File: config.mk
export PLATFORM = sky130hd
export DESIGN_NAME = vdma_baseaddr_arbiter
export DESIGN_NICKNAME = d
export VERILOG_FILES = /design/src/rtl/vdma_baseaddr_pkg.sv /design/src/rtl/vdma_vs_edge.sv /design/src/rtl/vdma_baseaddr_arbiter.sv
export SDC_FILE = /design/constraint.sdc
export NUM_CORES = 1
export LEC_CHECK = 0
export ABC_AREA = 1
export BUFFER_PORTS_ARGS = -buffer_cell sky130_fd_sc_hd__buf_2
export CAP_MARGIN = 10
export CORE_UTILIZATION = 48
export CTS_CLUSTER_SIZE = 40
export DETAILED_ROUTE_END_ITERATION = 16
export PLACE_DENSITY_LB_ADDON = 0.05
export SKIP_LAST_GASP = 1
export SYNTH_ARGS = -nofsm -noshare
export SYNTH_HDL_FRONTEND = slang
export SYNTH_HIERARCHICAL = 1
export SYNTH_SLANG_ARGS = --single-unit
File: constraint.sdc
create_clock -name clk -period 1.6 [get_ports clk]
set_clock_uncertainty 0.2 [all_clocks]
set_input_delay 0.32 -clock clk [delete_from_list [all_inputs] [get_ports clk]]
set_output_delay 0.32 -clock clk [all_outputs]
set_load 0.05 [all_outputs]
File: src/rtl/vdma_baseaddr_pkg.sv
// Shared types and helpers for the VDMA frame-buffer pointer arbiter.
// Optional statistics are enabled with the VDMA_BASEADDR_STAT_EN macro (see top).
package vdma_baseaddr_pkg;

    // Arbiter control states
    typedef enum logic [1:0] {
        IDLE  = 2'd0,
        PRIME = 2'd1,
        RUN   = 2'd2
    } state_t;

    // First index in cur+1, cur+2 (mod num_buf) that differs from avoid.
    // With num_buf >= 3 two candidates are always enough, since only one
    // index has to be avoided.
    function automatic int next_free(input int cur, input int avoid, input int num_buf);
        int c1;
        int c2;
        c1 = (cur == num_buf - 1) ? 0 : cur + 1;
        c2 = (c1 == num_buf - 1) ? 0 : c1 + 1;
        return (c1 != avoid) ? c1 : c2;
    endfunction

endpackage

File: src/rtl/vdma_vs_edge.sv
// Rising-edge detector for a vertical-sync level. The history register is
// always tracking, so an edge is reported only for a genuine 0->1 step.
module vdma_vs_edge (
    input  logic clk,
    input  logic rst_n,
    input  logic i_vs,
    output logic o_rise
);

    logic r_vs_d;

    // Previous-cycle copy of the sync level
    always_ff @(posedge clk or negedge rst_n) begin
        if (!rst_n) r_vs_d <= 1'b0;
        else        r_vs_d <= i_vs;
    end

    assign o_rise = i_vs & ~r_vs_d;

endmodule

File: src/rtl/vdma_baseaddr_arbiter.sv
// Frame-buffer pointer arbiter for one write VDMA / read VDMA pair.
// The writer steps to a free buffer on each write vsync, the reader jumps to
// the latest completed frame on each read vsync, and the writer never lands
// on the buffer being read.
// Build option: define VDMA_BASEADDR_STAT_EN to add drop/repeat counters
// (and the CNT_W parameter that sizes them).
module vdma_baseaddr_arbiter
    import vdma_baseaddr_pkg::*;
#(
    parameter int NUM_BUF = 3,
    parameter int PTR_W   = 3
`ifdef VDMA_BASEADDR_STAT_EN
    ,
    parameter int CNT_W   = 16
`endif
) (
    input  logic             clk,
    input  logic             rst_n,
    input  logic             enable,
    input  logic             wr_vs,
    input  logic             rd_vs,
    output logic [PTR_W-1:0] wr_point,
    output logic [PTR_W-1:0] rd_point,
    output logic             frame_fresh,
    output logic             run
`ifdef VDMA_BASEADDR_STAT_EN
    ,
    output logic [CNT_W-1:0] drop_cnt,
    output logic [CNT_W-1:0] repeat_cnt
`endif
);

    // Bit 0 = write side, bit 1 = read side
    logic [1:0] w_vs;
    logic [1:0] w_rise;
    logic       w_wr_e;
    logic       w_rd_e;

    assign w_vs = {rd_vs, wr_vs};

    for (genvar gi = 0; gi < 2; gi++) begin : g_edge
        vdma_vs_edge u_edge (
            .clk    (clk),
            .rst_n  (rst_n),
            .i_vs   (w_vs[gi]),
            .o_rise (w_rise[gi])
        );
    end

    assign w_wr_e = w_rise[0];
    assign w_rd_e = w_rise[1];

    state_t r_state;
    state_t w_state_next;
    logic   w_run;
    logic   w_step;

    logic [PTR_W-1:0] r_wr_point;
    logic [PTR_W-1:0] r_rd_point;
    logic [PTR_W-1:0] r_latest;
    logic             r_fresh;
    logic [PTR_W-1:0] w_wr_nf;
    logic [PTR_W-1:0] w_wr_inc;

    // State register
    always_ff @(posedge clk or negedge rst_n) begin
        if (!rst_n) r_state <= IDLE;
        else        r_state <= w_state_next;
    end

    // Next-state: enable arms the arbiter, the first write vsync starts it
    always_comb begin
        w_state_next = r_state;
        case (r_state)
            IDLE:    if (enable) w_state_next = PRIME;
            PRIME:   if (!enable) w_state_next = IDLE;
                     else if (w_wr_e) w_state_next = RUN;
            RUN:     if (!enable) w_state_next = IDLE;
            default: w_state_next = IDLE;
        endcase
    end

    // State-derived controls: pointers only move while running and enabled
    always_comb begin
        w_run  = (r_state == RUN);
        w_step = (r_state == RUN) && enable;
    end

    // Candidate write pointers: skip the reader, or plain increment when the
    // reader is moving onto the current write buffer in the same cycle
    assign w_wr_nf  = PTR_W'(next_free(int'(r_wr_point), int'(r_rd_point), NUM_BUF));
    assign w_wr_inc = PTR_W'(next_free(int'(r_wr_point), int'(r_wr_point), NUM_BUF));

    // Pointer/freshness update; the write side is resolved before the read side
    always_ff @(posedge clk or negedge rst_n) begin
        if (!rst_n) begin
            r_wr_point <= '0;
            r_rd_point <= PTR_W'(1);
            r_latest   <= PTR_W'(1);
            r_fresh    <= 1'b0;
        end else if (w_run && !enable) begin
            r_fresh <= 1'b0;
        end else if (w_step) begin
            case ({w_wr_e, w_rd_e})
                2'b11: begin
                    r_rd_point <= r_wr_point;
                    r_latest   <= r_wr_point;
                    r_wr_point <= w_wr_inc;
                    r_fresh    <= 1'b0;
                end
                2'b10: begin
                    r_latest   <= r_wr_point;
                    r_wr_point <= w_wr_nf;
                    r_fresh    <= 1'b1;
                end
                2'b01: begin
                    if (r_fresh) begin
                        r_rd_point <= r_latest;
                        r_fresh    <= 1'b0;
                    end
                end
                default: ;
            endcase
        end
    end

    assign wr_point    = r_wr_point;
    assign rd_point    = r_rd_point;
    assign frame_fresh = r_fresh;
    assign run         = w_run;

`ifdef VDMA_BASEADDR_STAT_EN
    logic             r_enable_d;
    logic             w_en_rise;
    logic             w_drop;
    logic             w_repeat;
    logic [CNT_W-1:0] r_drop_cnt;
    logic [CNT_W-1:0] r_repeat_cnt;

    assign w_en_rise = enable & ~r_enable_d;
    assign w_drop    = w_step &  w_wr_e & ~w_rd_e &  r_fresh;
    assign w_repeat  = w_step & ~w_wr_e &  w_rd_e & ~r_fresh;

    // Saturating statistics, restarted on each enable rising edge
    always_ff @(posedge clk or negedge rst_n) begin
        if (!rst_n) begin
            r_enable_d   <= 1'b0;
            r_drop_cnt   <= '0;
            r_repeat_cnt <= '0;
        end else begin
            r_enable_d <= enable;
            if (w_en_rise) begin
                r_drop_cnt   <= '0;
                r_repeat_cnt <= '0;
            end else begin
                if (w_drop && !(&r_drop_cnt))
                    r_drop_cnt <= r_drop_cnt + CNT_W'(1);
                if (w_repeat && !(&r_repeat_cnt))
                    r_repeat_cnt <= r_repeat_cnt + CNT_W'(1);
            end
        end
    end

    assign drop_cnt   = r_drop_cnt;
    assign repeat_cnt = r_repeat_cnt;
`endif

endmodule

==> impl_metrics.tcl, run 1 <==
set metrics [dict create \
    status "finished, final reports clean" \
    cp_top_family "flip-flops" \
    endpoint_kind "primary output" \
    postRouteAntennaNets 0 \
    synth_cell_type_count 19 \
    antenna_found_initial 0 \
    max_slew_margin_pct 78.7 \
    syn_nets 103 \
    synth_adder_area_share_pct 0 \
    initial_utilization_pct 51.4 \
    wl_per_cell_um 12.3 \
    power_w 0.000967 \
    drv_slew 0 \
    n_fill_cell 123 \
    drt-initial-drc-count 29 \
    yosysWarnings 6 \
    grtUsageMet2_pct 30.5 \
    maxCapViolCount 0 \
    core_sq_um 1510 \
    final_cells 141 \
    cts.clk_slew.worst_paths_ns 0.08 \
    dp_hpwl_um 1170 \
    io_buffers 12 \
    muxShareOfSynthArea_pct 0 \
    dr.pass1.iters 4 \
    met1_usage_pct 30.3 \
    syn-mean-instance-area_sq_um 7.90 \
    pwr_density_cell_nw_per_um2 925 \
    die_h_um 42.2 \
    critPathBufInv 1 \
    cts_tree "yes" \
    seq_area_frac_synth_pct 45.6 \
    die_x_um 42.2 \
    synthSimpleGateAreaFrac_pct 36.0 \
    synth_top_family_by_area "simple AND/OR/NAND/NOR gates" \
    h-tree-depth 1 \
    setup_viol 0 \
    wl_um 1730 \
    vias_per_cell 5.31 \
    crit_type "reg2out" \
    grt-busiest-layer "met2" \
    fin_nets 131 \
    fin_crit_sh_pct 99.6 \
    crit_path_max_incr_delay_ns 0.49 \
    cts.path.max_buffers 2 \
    worstSetupStartpointType "flop" \
    slowest_stage "dfrtp_2" \
    dieArea_sq_um 1780 \
    grt_use_met3_pct 6.90 \
    hold-worst-slack_ns 0.117 \
    num_antenna_cells 0 \
    cts_buffers 3 \
    worstPathMaxFanout 8 \
    tightest_slew_ns 0.320 \
    synthesis.area_sq_um 774 \
    root_buffer "clkbuf_4" \
    cp.required_ns 1.08 \
    final_util_pct 69.4 \
    grt.overflow.total 0 \
    ir_drop_v 0.000831 \
    synth_compound_area_share_pct 12.6 \
    grt_setup_unrepaired "yes" \
    gp_congestion 0.869 \
    track_usage_pct 21.1 \
    syn_to_final_growth_pct 35.1 \
    arrival_ns 1.07 \
    grt_pass1_wl_um 2820 \
    holdCritPathClass "in2reg" \
    ys_seq_elements 14 \
    worstPathCellList "buf_2" \
    final_common_cell "nand2_1" \
    grt_pass1_vias 624 \
    leakage_nw 0.509 \
    final_hold_viol_count 0 \
    drive_gt1_share_pct 44.0 \
    max_freq_ghz 0.628 \
    clkLatencyLatePin_ns 0.27 \
    drc 0 \
    period_minus_slack_ns 1.59 \
    vias 749 \
    syn_inst 98 \
    place_inst 129 \
    final_cell_mix "nand2_1, buf_2, dfrtp_1, buf_4, nand3_1" \
    grt_max_degree 15 \
    io_pins 13 \
    cts_sinks 14 \
    synth-xor-area-share_pct 0 \
    rows 14 \
]
-- logic make-up after synthesis --
logic type,count (synthesis)
buffers and inverters,12
AOI/OAI and AO/OA,17
DFF,14
and+or+nand+nor,55
-- registers in the layout, indices dropped and copies added, names as in the netlist --
| register | cells |
|---|---|
| frame_fresh | 1 |
| r_latest | 3 |
| rd_point | 3 |
| wr_point | 3 |
| g_edge.u_edge/r_vs_d | 2 |
| r_state | 2 |
-- worst reg2reg max path, delay by kind of cell, from the launching register on --
kind | cells | cell delay, ns
flops | 1 | 0.49
simple gates | 8 | 0.66
compound gates | 1 | 0.05
-- area by class of cell --
| type | count | area (sq um) | share of cell area (%) |
|---|---|---|---|
| clock buffer | 4 | 36.3 | 3.47 |
| inverter | 12 | 52.6 | 5.02 |
| multi-input combinational | 72 | 422 | 40.3 |
| sequential | 14 | 357 | 34.1 |
| tap | 16 | 20.0 | 1.91 |
| timing repair buffer | 23 | 159 | 15.2 |
-- final timing paths --
kind                             start     endpoint  slack, ns  cells after the start
setup / recovery           wr_point[1]  wr_point[1]      0.007                      1
hold / removal                  enable  frame_fresh       0.12                      3
setup reg to reg           wr_point[1]  wr_point[2]       0.08                      9
hold reg to reg            r_latest[0]  r_latest[0]       0.29                      2
max in group asynchronous        rst_n  r_latest[0]       0.64                      2
min in group asynchronous        rst_n  rd_point[1]       0.26                      2
-- report_power, final --
| group | internal [W] | total [W] | leakage [nW] | switching [W] |
|---|---|---|---|---|
| clock network | 0.000138 | 0.000249 | 0.0210 | 0.000110 |
| registers | 0.000384 | 0.000423 | 0.170 | 0.0000386 |
| logic | 0.000102 | 0.000296 | 0.318 | 0.000194 |
-- metrics by stage --
step | cell area, sq um | setup slack, ns | TNS [ns]
6_report | 1050 | 0.00711 | 0
5_1_grt | 1050 | -0.0329 | -0.0915
4_1_cts | 961 | 0.0213 | 0
3_5_place_dp | 886 | 0.0178 | 0
3_3_place_gp | 886 | 0.0233 | 0
2_1_floorplan | 783 | 0.000283 | 0
-- routing by layer --
metal  vias up  share of wire, %
li1        372                 -
met3         4               7.5
met4         0               1.6
met2        28                43
met1       345                48
met5         -                 0
-- synth_stat cells --
cell	count	area share, %
a21oi_1	3	1.9
a21oi_2	1	1.1
a31oi_1	1	0.81
dfrtp_1	12	39
dfstp_2	2	6.8
inv_1	7	3.4
inv_2	5	2.4
nand2_1	26	13
nand2_2	8	6.5
nand3_1	10	6.5
nand3_2	1	1.3
nor2_1	2	0.97
nor2_2	4	3.2
nor2_4	3	4.4
nor3_1	1	0.65
o211ai_1	2	1.9
o21a_1	1	0.97
o21ai_0	5	3.2
o21ai_1	4	2.6
-- timing repair --
item,CTS,global route
endpoints found under the hold margin,14,0
hold buffers,3,0
setup endpoints to repair,2,5
pin swaps,0,5
resized for setup,3,12
setup buffers,0,5
(Power assumes the default switching activity.)
==> inputs of run 2 (changes only) <==
==> constraint.sdc (replaced) <==
create_clock -name clk -period 1.6 [get_ports clk]
set_clock_uncertainty 0.2 [all_clocks]
set_input_delay 0.32 -clock clk [delete_from_list [all_inputs] [get_ports clk]]
set_output_delay 0.32 -clock clk [all_outputs]
set_load 0.01 [all_outputs]
==> run 2 against run 1 <==
Against the previous run:
- clock-buffer cell count unchanged
- critical path type is now reg2reg
- sequential share of layout area increased by 1.7 points
- flip-flop and latch count stayed put
- combinational power decreased by 26%
- final cell count unchanged
==> impl_metrics.tcl, run 2 (synthesized netlist as in run 1, its figures left out) <==
set metrics [dict create \
    gp_congestion 0.866 \
    io_buffers 12 \
    power_w 0.000897 \
    antenna_found_initial 0 \
    postRouteAntennaNets 0 \
    vias_per_cell 5.16 \
    cp.required_ns 1.58 \
    hold-worst-slack_ns 0.107 \
    tightest_slew_ns 0.328 \
    grt_pass1_vias 712 \
    vias 728 \
    final_common_cell "nand2_1" \
    grt_setup_unrepaired "yes" \
    r2r_start "wr_point[2]" \
    track_usage_pct 23.6 \
    root_buffer "clkbuf_4" \
    min-delay-start "enable" \
    n_fill_cell 137 \
    cts.clk_slew.worst_paths_ns 0.09 \
    clkLatencyLatePin_ns 0.29 \
    grt_pass1_wl_um 3080 \
    num_antenna_cells 0 \
    die_h_um 42.2 \
    fin_crit_sh_pct 95.6 \
    pwr_density_cell_nw_per_um2 900 \
    holdCritPathClass "in2reg" \
    crit_type "reg2reg" \
    grt_max_degree 15 \
    endpoint_kind "flop" \
    wl_per_cell_um 12.2 \
    maxCapViolCount 0 \
    seqPwrFrac_pct 46.4 \
    drv_slew 0 \
    multi_input_area_sq_um 384 \
    ir_drop_v 0.000580 \
    max_freq_ghz 0.654 \
    max_slew_margin_pct 78.2 \
    crit_start "wr_point[2]" \
    leakage_nw 0.492 \
    drive_gt1_share_pct 41.6 \
    setup_viol 0 \
    p_sw_share_pct 31.2 \
    final_cell_mix "nand2_1, buf_2, nand3_1, dfrtp_1" \
    p_int_w 0.000617 \
    arrival_ns 1.51 \
    rows 14 \
    period_minus_slack_ns 1.53 \
    cts.path.max_buffers 2 \
    ff_latch_area_sq_um 357 \
    io_pins 13 \
    dieArea_sq_um 1780 \
    comb_power_share_pct 24.4 \
    worstSetupStartpointType "flop" \
    dp_hpwl_um 1230 \
    status "finished, final reports clean" \
    drt-initial-drc-count 19 \
    p_switching_w 0.000280 \
    wl_um 1730 \
    finalSetupTns_ns 0 \
    initial_utilization_pct 51.4 \
    final_hold_viol_count 0 \
    worstPathMaxFanout 8 \
    syn_to_final_growth_pct 28.8 \
    final_cells 141 \
    die_x_um 42.2 \
    cts_buffers 3 \
    pwr-share-clk_pct 29.2 \
    grt.overflow.total 0 \
    place_inst 131 \
    fin_nets 131 \
    h-tree-depth 1 \
    core_sq_um 1510 \
    cts_sinks 14 \
    drc 0 \
    dr.pass1.iters 4 \
    cts_tree "yes" \
]
-- run 2: cell count changes in the layout (fill, tap and decap cells not counted) --
cell / previous run / this run
nand2_2: 6 / 8
buf_6: 1 / 0
buf_2: 10 / 12
nand2_4: 3 / 0
nand3_1: 8 / 10
nor2_4: 6 / 4
inv_4: 1 / 2
nor2_2: 2 / 4
nand3_2: 3 / 1
buf_4: 9 / 8
nand2_1: 25 / 26
clkinv_4: 1 / 0
-- run 2: final timing paths --
kind	to	cells past startpoint	slack, ns
max	wr_point[1]	10	0.07
min in group asynchronous	r_latest[1]	2	0.25
min reg2reg	r_latest[0]	2	0.28
max reg2reg	wr_point[1]	10	0.07
min	frame_fresh	3	0.11
max in group asynchronous	r_latest[0]	2	0.66
-- run 2: area by class of cell --
cell class | count | area share (%)
inverter | 12 | 5.02
sequential | 14 | 35.8
tap | 16 | 2.01
timing repair buffer | 23 | 15.1
clock buffer | 4 | 3.64
multi-input combinational | 72 | 38.5
-- run 2: worst max-delay path, stage by stage, from the launching register on --
cell and delay [ns]:
dfrtp_2 0.48, inv_4 0.11, nand2_2 0.07, nand2_1 0.09
nand2_1 0.07, nand2_2 0.08, nor2_4 0.05, nand2_2 0.08
nand2_1 0.05, nand3_1 0.09, nand2_1 0.07
-- run 2: what timing repair did --
item / 4_1_cts / 5_1_grt
pin swaps: 0 / 4
setup buffers: 0 / 3
endpoints found under the setup margin: 1 / 7
resized for setup: 1 / 6
endpoints found under the hold margin: 14 / 0
hold buffers: 3 / 0
-- run 2: power by group through the flow --
| stage | logic (W) | clock network, W | registers (W) |
|---|---|---|---|
| after floorplan | 0.000117 | 0 | 0.000425 |
| after global placement | 0.000185 | 0 | 0.000418 |
| after detailed placement | 0.000189 | 0 | 0.000420 |
| after CTS | 0.000197 | 0.000269 | 0.000414 |
| after global routing | 0.000247 | 0.000275 | 0.000421 |
| final | 0.000219 | 0.000262 | 0.000417 |
-- run 2: per-stage QoR --
stage / area [sq um] / setup WS [ns] / util (%)
detailed placement: 892 / 0.0475 / 59.2
floorplan: 774 / 0.119 / -
global route: 997 / -0.0216 / 66.2
global placement: 892 / 0.0720 / 59.2
CTS: 963 / 0.00172 / 64.0
finish: 997 / 0.0701 / 66.2
-- run 2: routing by layer --
metal  GRT usage, %  part of all wire [%]
met5              0                     0
met1           30.5                    48
met4           14.4                   2.3
met3           2.59                   2.7
met2           37.5                    47
